--- src/rtl/ampere_ctrl_pkg.sv ---
// rtl/ampere_ctrl_pkg.sv - shared state enum, index width and range constants for the ammeter clock
// SELFTEST_* states exist only when AMPERE_SELFTEST_EN is defined.
package ampere_ctrl_pkg;

  localparam int IDX_W = 8;
  localparam logic [IDX_W-1:0] SEC_MAX = 8'd59;
  localparam logic [IDX_W-1:0] MIN_MAX = 8'd59;

`ifdef AMPERE_SELFTEST_EN
  typedef enum logic [1:0] {SELFTEST_UP, SELFTEST_DN, RUN} state_t;
`else
  typedef enum logic [0:0] {RUN} state_t;
`endif

  function automatic logic [IDX_W-1:0] clamp_idx(input logic [IDX_W-1:0] v,
                                                 input logic [IDX_W-1:0] max_v);
    return (v > max_v) ? max_v : v;
  endfunction

endpackage

--- src/rtl/ampere_time_ctrl_if.sv ---
// rtl/ampere_time_ctrl_if.sv - time-set request channel and meter index outputs
interface ampere_time_ctrl_if;
  import ampere_ctrl_pkg::*;

  logic             set_valid;
  logic [4:0]       set_hour;
  logic [5:0]       set_min;
  logic [5:0]       set_sec;
  logic             set_ready;
  logic [IDX_W-1:0] hour_data;
  logic [IDX_W-1:0] min_data;
  logic [IDX_W-1:0] sec_data;
  logic             tick_1hz;
  logic             busy;

  modport master (
    output set_valid, set_hour, set_min, set_sec,
    input  set_ready, hour_data, min_data, sec_data, tick_1hz, busy
  );

  modport slave (
    input  set_valid, set_hour, set_min, set_sec,
    output set_ready, hour_data, min_data, sec_data, tick_1hz, busy
  );

endinterface

--- src/rtl/needle_slew.sv ---
// rtl/needle_slew.sv - one meter channel: direct +1 steps, otherwise one unit per SLEW_DIV cycles
module needle_slew
  import ampere_ctrl_pkg::*;
#(
  parameter int SLEW_DIV = 500_000
) (
  input  logic             clk,
  input  logic             rst,
  input  logic [IDX_W-1:0] target,
  output logic [IDX_W-1:0] data,
  output logic             settled
);

  localparam int CW = (SLEW_DIV > 1) ? $clog2(SLEW_DIV) : 1;
  localparam logic [CW-1:0]    STEP_LAST = CW'(SLEW_DIV - 1);
  localparam logic [CW-1:0]    CNT_ONE   = CW'(1);
  localparam logic [IDX_W-1:0] ONE       = IDX_W'(1);

  logic [CW-1:0] step_cnt;

  // A target change mid-slew only redirects; step_cnt keeps running until settled.
  always_ff @(posedge clk or posedge rst) begin
    if (rst) begin
      data     <= '0;
      step_cnt <= '0;
    end else if (data == target) begin
      step_cnt <= '0;
    end else if (target == data + ONE) begin
      data     <= target;
      step_cnt <= '0;
    end else if (step_cnt == STEP_LAST) begin
      step_cnt <= '0;
      data     <= (target > data) ? data + ONE : data - ONE;
    end else begin
      step_cnt <= step_cnt + CNT_ONE;
    end
  end

  assign settled = (data == target);

endmodule

--- src/rtl/ampere_time_ctrl.sv ---
// rtl/ampere_time_ctrl.sv - hh:mm:ss timekeeping and needle sequencing for the ammeter clock
// Define AMPERE_SELFTEST_EN for the power-up full-scale sweep.
module ampere_time_ctrl
  import ampere_ctrl_pkg::*;
#(
  parameter int SYSCLKHZ = 50_000_000,
  parameter int SLEW_DIV = 500_000,
  parameter int HOURS    = 12
) (
  input  logic               clk,
  input  logic               Rst,
  input  logic               En,
  ampere_time_ctrl_if.slave  bus
);

  localparam int PW = (SYSCLKHZ > 1) ? $clog2(SYSCLKHZ) : 1;
  localparam logic [PW-1:0]    PRESC_LAST = PW'(SYSCLKHZ - 1);
  localparam logic [PW-1:0]    PRESC_ONE  = PW'(1);
  localparam logic [IDX_W-1:0] HOUR_MAX   = IDX_W'(HOURS - 1);
  localparam logic [IDX_W-1:0] ONE        = IDX_W'(1);

  state_t           state;
  logic [PW-1:0]    presc;
  logic [IDX_W-1:0] hour_cnt, min_cnt, sec_cnt;
  logic [IDX_W-1:0] hour_tgt, min_tgt, sec_tgt;
  logic             hour_ok, min_ok, sec_ok;
  logic             all_settled;
  logic             set_fire;

  assign set_fire    = bus.set_valid & bus.set_ready;
  assign all_settled = hour_ok & min_ok & sec_ok;
  assign bus.busy    = (state != RUN) | ~all_settled;

  always_ff @(posedge clk or posedge Rst) begin
    if (Rst) begin
`ifdef AMPERE_SELFTEST_EN
      state <= SELFTEST_UP;
`else
      state <= RUN;
`endif
      presc         <= '0;
      hour_cnt      <= '0;
      min_cnt       <= '0;
      sec_cnt       <= '0;
      bus.tick_1hz  <= 1'b0;
      bus.set_ready <= 1'b0;
    end else begin
      bus.tick_1hz  <= 1'b0;
      bus.set_ready <= (state == RUN);
`ifdef AMPERE_SELFTEST_EN
      if (state == SELFTEST_UP) begin
        if (all_settled) state <= SELFTEST_DN;
      end else if (state == SELFTEST_DN) begin
        if (all_settled) state <= RUN;
      end else
`endif
      // A set on the terminal cycle wins: the tick and increment are dropped.
      if (set_fire) begin
        hour_cnt <= clamp_idx(IDX_W'(bus.set_hour), HOUR_MAX);
        min_cnt  <= clamp_idx(IDX_W'(bus.set_min), MIN_MAX);
        sec_cnt  <= clamp_idx(IDX_W'(bus.set_sec), SEC_MAX);
        presc    <= '0;
      end else if (En) begin
        if (presc == PRESC_LAST) begin
          presc        <= '0;
          bus.tick_1hz <= 1'b1;
          if (sec_cnt == SEC_MAX) begin
            sec_cnt <= '0;
            if (min_cnt == MIN_MAX) begin
              min_cnt  <= '0;
              hour_cnt <= (hour_cnt == HOUR_MAX) ? '0 : hour_cnt + ONE;
            end else begin
              min_cnt <= min_cnt + ONE;
            end
          end else begin
            sec_cnt <= sec_cnt + ONE;
          end
        end else begin
          presc <= presc + PRESC_ONE;
        end
      end
    end
  end

  always_comb begin
    hour_tgt = hour_cnt;
    min_tgt  = min_cnt;
    sec_tgt  = sec_cnt;
`ifdef AMPERE_SELFTEST_EN
    if (state == SELFTEST_UP) begin
      hour_tgt = HOUR_MAX;
      min_tgt  = MIN_MAX;
      sec_tgt  = SEC_MAX;
    end else if (state == SELFTEST_DN) begin
      hour_tgt = '0;
      min_tgt  = '0;
      sec_tgt  = '0;
    end
`endif
  end

  needle_slew #(.SLEW_DIV(SLEW_DIV)) u_hour (
    .clk(clk), .rst(Rst), .target(hour_tgt), .data(bus.hour_data), .settled(hour_ok)
  );

  needle_slew #(.SLEW_DIV(SLEW_DIV)) u_min (
    .clk(clk), .rst(Rst), .target(min_tgt), .data(bus.min_data), .settled(min_ok)
  );

  needle_slew #(.SLEW_DIV(SLEW_DIV)) u_sec (
    .clk(clk), .rst(Rst), .target(sec_tgt), .data(bus.sec_data), .settled(sec_ok)
  );

endmodule

--- src/flat_wrapper.sv ---
// flat-port wrapper written by rule: the top's interface ports become plain ports
module ampere_time_ctrl_flat import ampere_ctrl_pkg::*;
#(
  parameter int SYSCLKHZ = 50_000_000,
  parameter int SLEW_DIV = 500_000,
  parameter int HOURS    = 12
)
  (clk, Rst, En, bus_set_valid, bus_set_hour, bus_set_min, bus_set_sec, bus_set_ready, bus_hour_data, bus_min_data, bus_sec_data, bus_tick_1hz, bus_busy);
  ampere_time_ctrl_if bus_i ();
  input  logic clk;
  input  logic Rst;
  input  logic En;
  input wire logic [$bits(bus_i.set_valid)-1:0] bus_set_valid;
  input wire logic [$bits(bus_i.set_hour)-1:0] bus_set_hour;
  input wire logic [$bits(bus_i.set_min)-1:0] bus_set_min;
  input wire logic [$bits(bus_i.set_sec)-1:0] bus_set_sec;
  output wire logic [$bits(bus_i.set_ready)-1:0] bus_set_ready;
  output wire logic [$bits(bus_i.hour_data)-1:0] bus_hour_data;
  output wire logic [$bits(bus_i.min_data)-1:0] bus_min_data;
  output wire logic [$bits(bus_i.sec_data)-1:0] bus_sec_data;
  output wire logic [$bits(bus_i.tick_1hz)-1:0] bus_tick_1hz;
  output wire logic [$bits(bus_i.busy)-1:0] bus_busy;
  assign bus_i.set_valid = bus_set_valid;
  assign bus_i.set_hour = bus_set_hour;
  assign bus_i.set_min = bus_set_min;
  assign bus_i.set_sec = bus_set_sec;
  assign bus_set_ready = bus_i.set_ready;
  assign bus_hour_data = bus_i.hour_data;
  assign bus_min_data = bus_i.min_data;
  assign bus_sec_data = bus_i.sec_data;
  assign bus_tick_1hz = bus_i.tick_1hz;
  assign bus_busy = bus_i.busy;
  ampere_time_ctrl #(.SYSCLKHZ(SYSCLKHZ), .SLEW_DIV(SLEW_DIV), .HOURS(HOURS)) u_core (.clk(clk), .Rst(Rst), .En(En), .bus(bus_i));
endmodule
--- config.mk ---
export PLATFORM = sky130hd
export DESIGN_NAME = ampere_time_ctrl_flat
export DESIGN_NICKNAME = d
export VERILOG_FILES = /design/src/rtl/ampere_ctrl_pkg.sv /design/src/rtl/ampere_time_ctrl_if.sv /design/src/rtl/needle_slew.sv /design/src/rtl/ampere_time_ctrl.sv /design/src/flat_wrapper.sv
export SDC_FILE = /design/constraint.sdc
export NUM_CORES = 1
export LEC_CHECK = 0
export ABC_CLOCK_PERIOD_IN_PS = 5150
export CAP_MARGIN = 5
export CELL_PAD_IN_SITES_DETAIL_PLACEMENT = 2
export CELL_PAD_IN_SITES_GLOBAL_PLACEMENT = 2
export CORE_UTILIZATION = 38
export DETAILED_ROUTE_END_ITERATION = 10
export PLACE_DENSITY_LB_ADDON = 0.3
export SLEW_MARGIN = 10
export SYNTH_ARGS = -nofsm -noshare
export SYNTH_HDL_FRONTEND = slang
export SYNTH_SLANG_ARGS = --single-unit
--- constraint.sdc ---
create_clock -name clk -period 5.15 [get_ports clk]
set_input_delay 0.515 -clock clk [delete_from_list [all_inputs] [get_ports clk]]
set_output_delay 0.515 -clock clk [all_outputs]
set_load 0.05 [all_outputs]
Word-level counts from Yosys, hierarchy flattened
Cells that the tools add are included.
Word-level totals
  register bits after elaboration: 133
  bits of input ports: 21
  output and inout port bits: 27
  logic and storage cells: 108
Operators by class
  add/subtract/negate cells: 13
  magnitude comparators: 6
  eq/ne operators: 13
  multiplexer cells: 42
  bitwise operators: 9
  reductions and logical operators: 13
Operators by type and width (count)
  $mux W8: 24
  $mux W19: 9
  $mux W26: 3
  $add A19 B1 Y19 const B: 3
  $eq A19 B19 Y1 const B: 3
  $add A8 B1 Y8 const B: 6
  $eq A8 B8 Y1: 6
  $add A26 B1 Y26 const B: 1
  $eq A26 B26 Y1 const B: 1
  $gt A8 B8 Y1: 3
  $sub A8 B1 Y8 const B: 3
  $eq A8 B6 Y1 const B: 2
  $reduce_bool A2 Y1: 7
  $gt A6 B6 Y1 const B: 2
  $mux W6: 2
  $eq A8 B4 Y1 const B: 1
  $reduce_and A2 Y1: 4
  $gt A5 B4 Y1 const B: 1
  $mux W5: 1
  $not A1 Y1: 5
  $reduce_and A4 Y1: 1
  $and A1 B1 Y1: 3
  $mux W1: 3
  $reduce_and A3 Y1: 1
  $or A1 B1 Y1: 1

Depth between registers and ports, before layout
  depth in word-level cells: 7
  mapped depth: 11
  mapped depth without buffers: 8

Hierarchy
A second synthesis with hierarchy kept.
Unflattened totals
  cells, all modules: 947
  area, all modules: 8639.5 µm²
Modules (own cells, without submodules)
  needle_slew: times used 3, cells an instance 228, area an instance 2003.2 µm², seq. area each 675.6 µm²
  ampere_time_ctrl: times used 1, cells an instance 263, area an instance 2630.0 µm², seq. area each 1276.2 µm²

Worst setup path before layout
OpenSTA, ideal clock, no wires.
  path type: reg-to-reg
  from: register u_core.u_sec.data[4]
  to: register u_core.u_sec.data[7]
  library setup time: 140 ps
  data arrival time: 3082 ps
  data required time: 5010 ps
  path slack: 1928 ps
  cell stages (with the launch flop): 12
  buffers on the path: 3
  clock period less this slack: 3222 ps
  cell sequence: dfrtp_1 clkbuf_1 buf_2 inv_1 ha_1 nand4_1 or2_2 clkbuf_1 o21a_1 or4_1 a2111oi_0 a211oi_1
On the way
  cells in the longest elaborated chain, start to end: 4
  elaborated cells between the ends (all ways): 11
  those cells by class: add/sub: 2; order compare: 1; eq/ne: 2; mux: 3; bitwise: 1; reduce/logical: 2
Ends and longest elaborated chain
  from (decl): RTL line needle_slew.sv:10  | output logic [IDX_W-1:0] data,
  from (signal assigned): RTL line needle_slew.sv:29  | data <= target;
  from (signal assigned): RTL line needle_slew.sv:33  | data <= (target > data) ? data + ONE : data - ONE;
  $add A8 B1 Y8 (tied with other cells): RTL line needle_slew.sv:28, needle_slew.sv:33
  $eq A8 B8 Y1 or $mux W8 (tied branches): RTL line needle_slew.sv:28, needle_slew.sv:33
  $reduce_bool A2 Y1 (no source line) or $mux W8 (tied branches)
  $reduce_and A2 Y1 (no source line) or $mux W8 (tied branches)
Several ways; a longest one is shown, not always the timed one. The select of a mux whose other input is x is not followed.
A chain may end at the register's enable or synchronous reset.

Worst setup path in the final report
Ends and elaborated chain as after synthesis.

==> impl_metrics.toml <==
[logic_synthesis]
synth_top_family_by_area = "simple AND/OR/NAND/NOR gates"
synth_xor_area_frac = 0.105
netlist_area_um2 = 8630
ys_warn_count = 1
syn_avg_cell_area_um2 = 9.01
syn-num-nets = 1016
synthFlopType = "dfrtp_1"
synthSimpleGateAreaFrac = 0.259
synth-seq-cells = 132
ys_types = 73
yosysSeqAreaShare = 0.383
synthAdderAreaFrac = 0.0536
syn_inst = 958
synth_compound_area_frac = 0.139
async_reset_ff_frac = 1.00
synth.area.mux_share = 0.0132
synth_edf_count = 0

[route]
dr.first_iter.drc_count = 235
via_per_inst = 5.98
wire_per_inst_um = 19.9
vias = 7462
ant_nets = 0
wl_um = 24900
dr.pass1.iters = 6
drc = 0

[timing]
fmax_ghz = 0.281
slew-limit-headroom = 0.317
fin_skew_ps = 10.0
tightest_slew_ps = 1020
rsz0062_at_grt = "no"
tns_ps = 0
drv_slew = 0
setup_viol = 0
hold_viol = 0
fin_crit_sh = 0.690
finalCriticalPeriod_ps = 3550
whs_ps = 486

[run]
maxCapViolCount = 0

[worst_setup_path]
cp_max_fo = 17
r2r_slack_ps = 1600
cp_slowest_cell = "nor2_1"
critPathCaptureType = "flop"
crit_path_max_incr_delay_ps = 750
worst-path-stages = 8
required_ps = 5460
critical_path.cell_chain = "inv_1 > ha_1 > nand4_1 > nor2_1 > a211oi_1 > or4_1 > a2111oi_0 > a211oi_1"
critical_path_arrival_ps = 3860
worstSetupStartpointType = "flop"
crit_top_cell = "a211oi_1"
path_delay_family = "simple AND/OR/NAND/NOR gates"
path_buf_inv = 1
worst_r2r_path_depth = 8
crit_type = "reg2reg"

[cells_and_area]
final-seq-area_um2 = 3300
diodes = 0
area_growth_pct = 11.0
fillCellCount = 2425
layout_commonest_cell = "dfrtp_1"
final_cell_mix = "dfrtp_1 (132), nor2_1 (121), nand2_1 (64), nand3_1 (56), xor2_1 (54)"
final_net_count = 1014
multi_input_area_um2 = 4940
final_layout_size_suffix_gt1_frac = 0.0682

[clock_network]
htree_num_levels = 4
cts_resized = 0
clk_path_buf_depth = 2
clock_latency_ps = 430
cts.clk_slew.worst_paths_ps = 60
cts_setup_buffers = 0
root_buffer = "clkbuf_16"
numClockSinks = 132
ctsHoldBuffers = 0
cts_tree = "yes"
numCtsBuffers = 17

[pwr]
leakagePower_nw = 3.83
peakVddDrop_uv = 159
powerDensity_nw_per_um2 = 248

[grt]
track_usage = 0.225
overflow = 0
grt_pass1_wl_um = 42400
grt_max_degree = 103
antenna_found_initial = 0
grt_pass1_vias = 8232

[worst_hold_path]
hold_path.class = "reg2reg"
min_path_cells = 1

[floorplanning]
die_x_um = 153
start_util = 0.392
coreArea_um2 = 22000
die_height_um = 153
fp.dieArea_um2 = 23300
fp-row-count = 54
ios = 48

[placed_design]
routabilityCongestion = 0.800
dp_hpwl_um = 17100
port_buffers = 27

[run_status]
status = "finished, final reports clean"
## sequential cells by signal, indices dropped and copies added, names as in the netlist
| signal | flops |
|---|---|
| u_core.u_sec.step_cnt | 19 |
| u_core.bus.tick_1hz | 1 |
| u_core.u_min.step_cnt | 19 |
| u_core.u_sec.data | 8 |
| u_core.hour_cnt | 8 |
| u_core.min_cnt | 8 |
| u_core.u_min.data | 8 |
| u_core.presc | 26 |
| u_core.u_hour.data | 8 |
| u_core.sec_cnt | 8 |
| u_core.u_hour.step_cnt | 19 |
## worst register-to-register path: stages, from the launching register on
cell	delay [ps]
dfrtp_1	680
inv_1	150
ha_1	310
nand4_1	170
nor2_1	750
a211oi_1	290
or4_1	620
a2111oi_0	380
a211oi_1	80
## cell type report
| class | instances | area share |
|---|---|---|
| clock buffer | 18 | 0.0448 |
| inverter | 37 | 0.0150 |
| clock inverter | 13 | 0.0141 |
| multi-input combinational | 739 | 0.515 |
| tap | 280 | 0.0365 |
| timing repair buffer | 29 | 0.0298 |
| sequential | 132 | 0.345 |
## cell usage after synthesis (19+ instances only)
cell type / number / area (um^2)
a211oi_1: 21 / 158
clkbuf_1: 32 / 120
ha_1: 37 / 463
nand2_1: 64 / 240
and3_1: 25 / 156
nand4_1: 50 / 313
xor2_1: 54 / 473
inv_1: 37 / 139
nand3_1: 56 / 280
dfrtp_1: 132 / 3300
nor2_1: 121 / 454
xnor2_1: 50 / 438
nor3_1: 23 / 115
o21ai_0: 19 / 95.1
## path summary, 6_finish.rpt
path,to,startpoint
worst max-delay path,u_core.u_sec.data[7],u_core.u_sec.data[4]
worst min-delay path,u_core.u_sec.step_cnt[0],u_core.u_sec.step_cnt[0]
worst max register to register,u_core.u_sec.data[7],u_core.u_sec.data[4]
worst min register to register,u_core.u_sec.step_cnt[0],u_core.u_sec.step_cnt[0]
max in group asynchronous,u_core.u_min.step_cnt[3],Rst
min in group asynchronous,u_core.u_hour.step_cnt[1],Rst
## stage by stage
step / instance area (um^2) / util / total power [mW] / setup WS [ps] / std cells
finish: 9590 / 0.435 / 2.37 / 1600 / 1248
global route: 9590 / 0.435 / 2.46 / 1320 / 1248
CTS: 9590 / 0.435 / 2.41 / 1650 / 1248
detailed placement: 9020 / 0.410 / 1.19 / 1620 / 1217
global placement: 9020 / 0.410 / 1.18 / 1730 / 1217
floorplan: 8630 / - / 1.16 / 1110 / 958
## routing by layer
metal / global-route usage / routed length (um)
met1: 0.281 / 11300
met2: 0.395 / 12600
met3: 0.0392 / 680
met4: 0.0649 / 278
met5: 0 / 0
## logic make-up after synthesis
kind of cell             count (synthesis)
AND/OR/NAND/NOR                        429
AO/OA/AOI/OAI                          156
flip-flops                             132
XOR/XNOR                               104
buffers and inverters                   87
adder cells (fa/ha/maj)                 37
multiplexers                            11
other                                    2
## power by group
| group | switching [mW] | internal, mW | leakage [nW] | total, mW |
|---|---|---|---|---|
| Sequential | 0.0265 | 1.06 | 1.81 | 1.09 |
| Clock | 0.499 | 0.707 | 0.264 | 1.21 |
| Combinational | 0.0552 | 0.0271 | 1.76 | 0.0823 |
(Power assumes the default switching activity.)
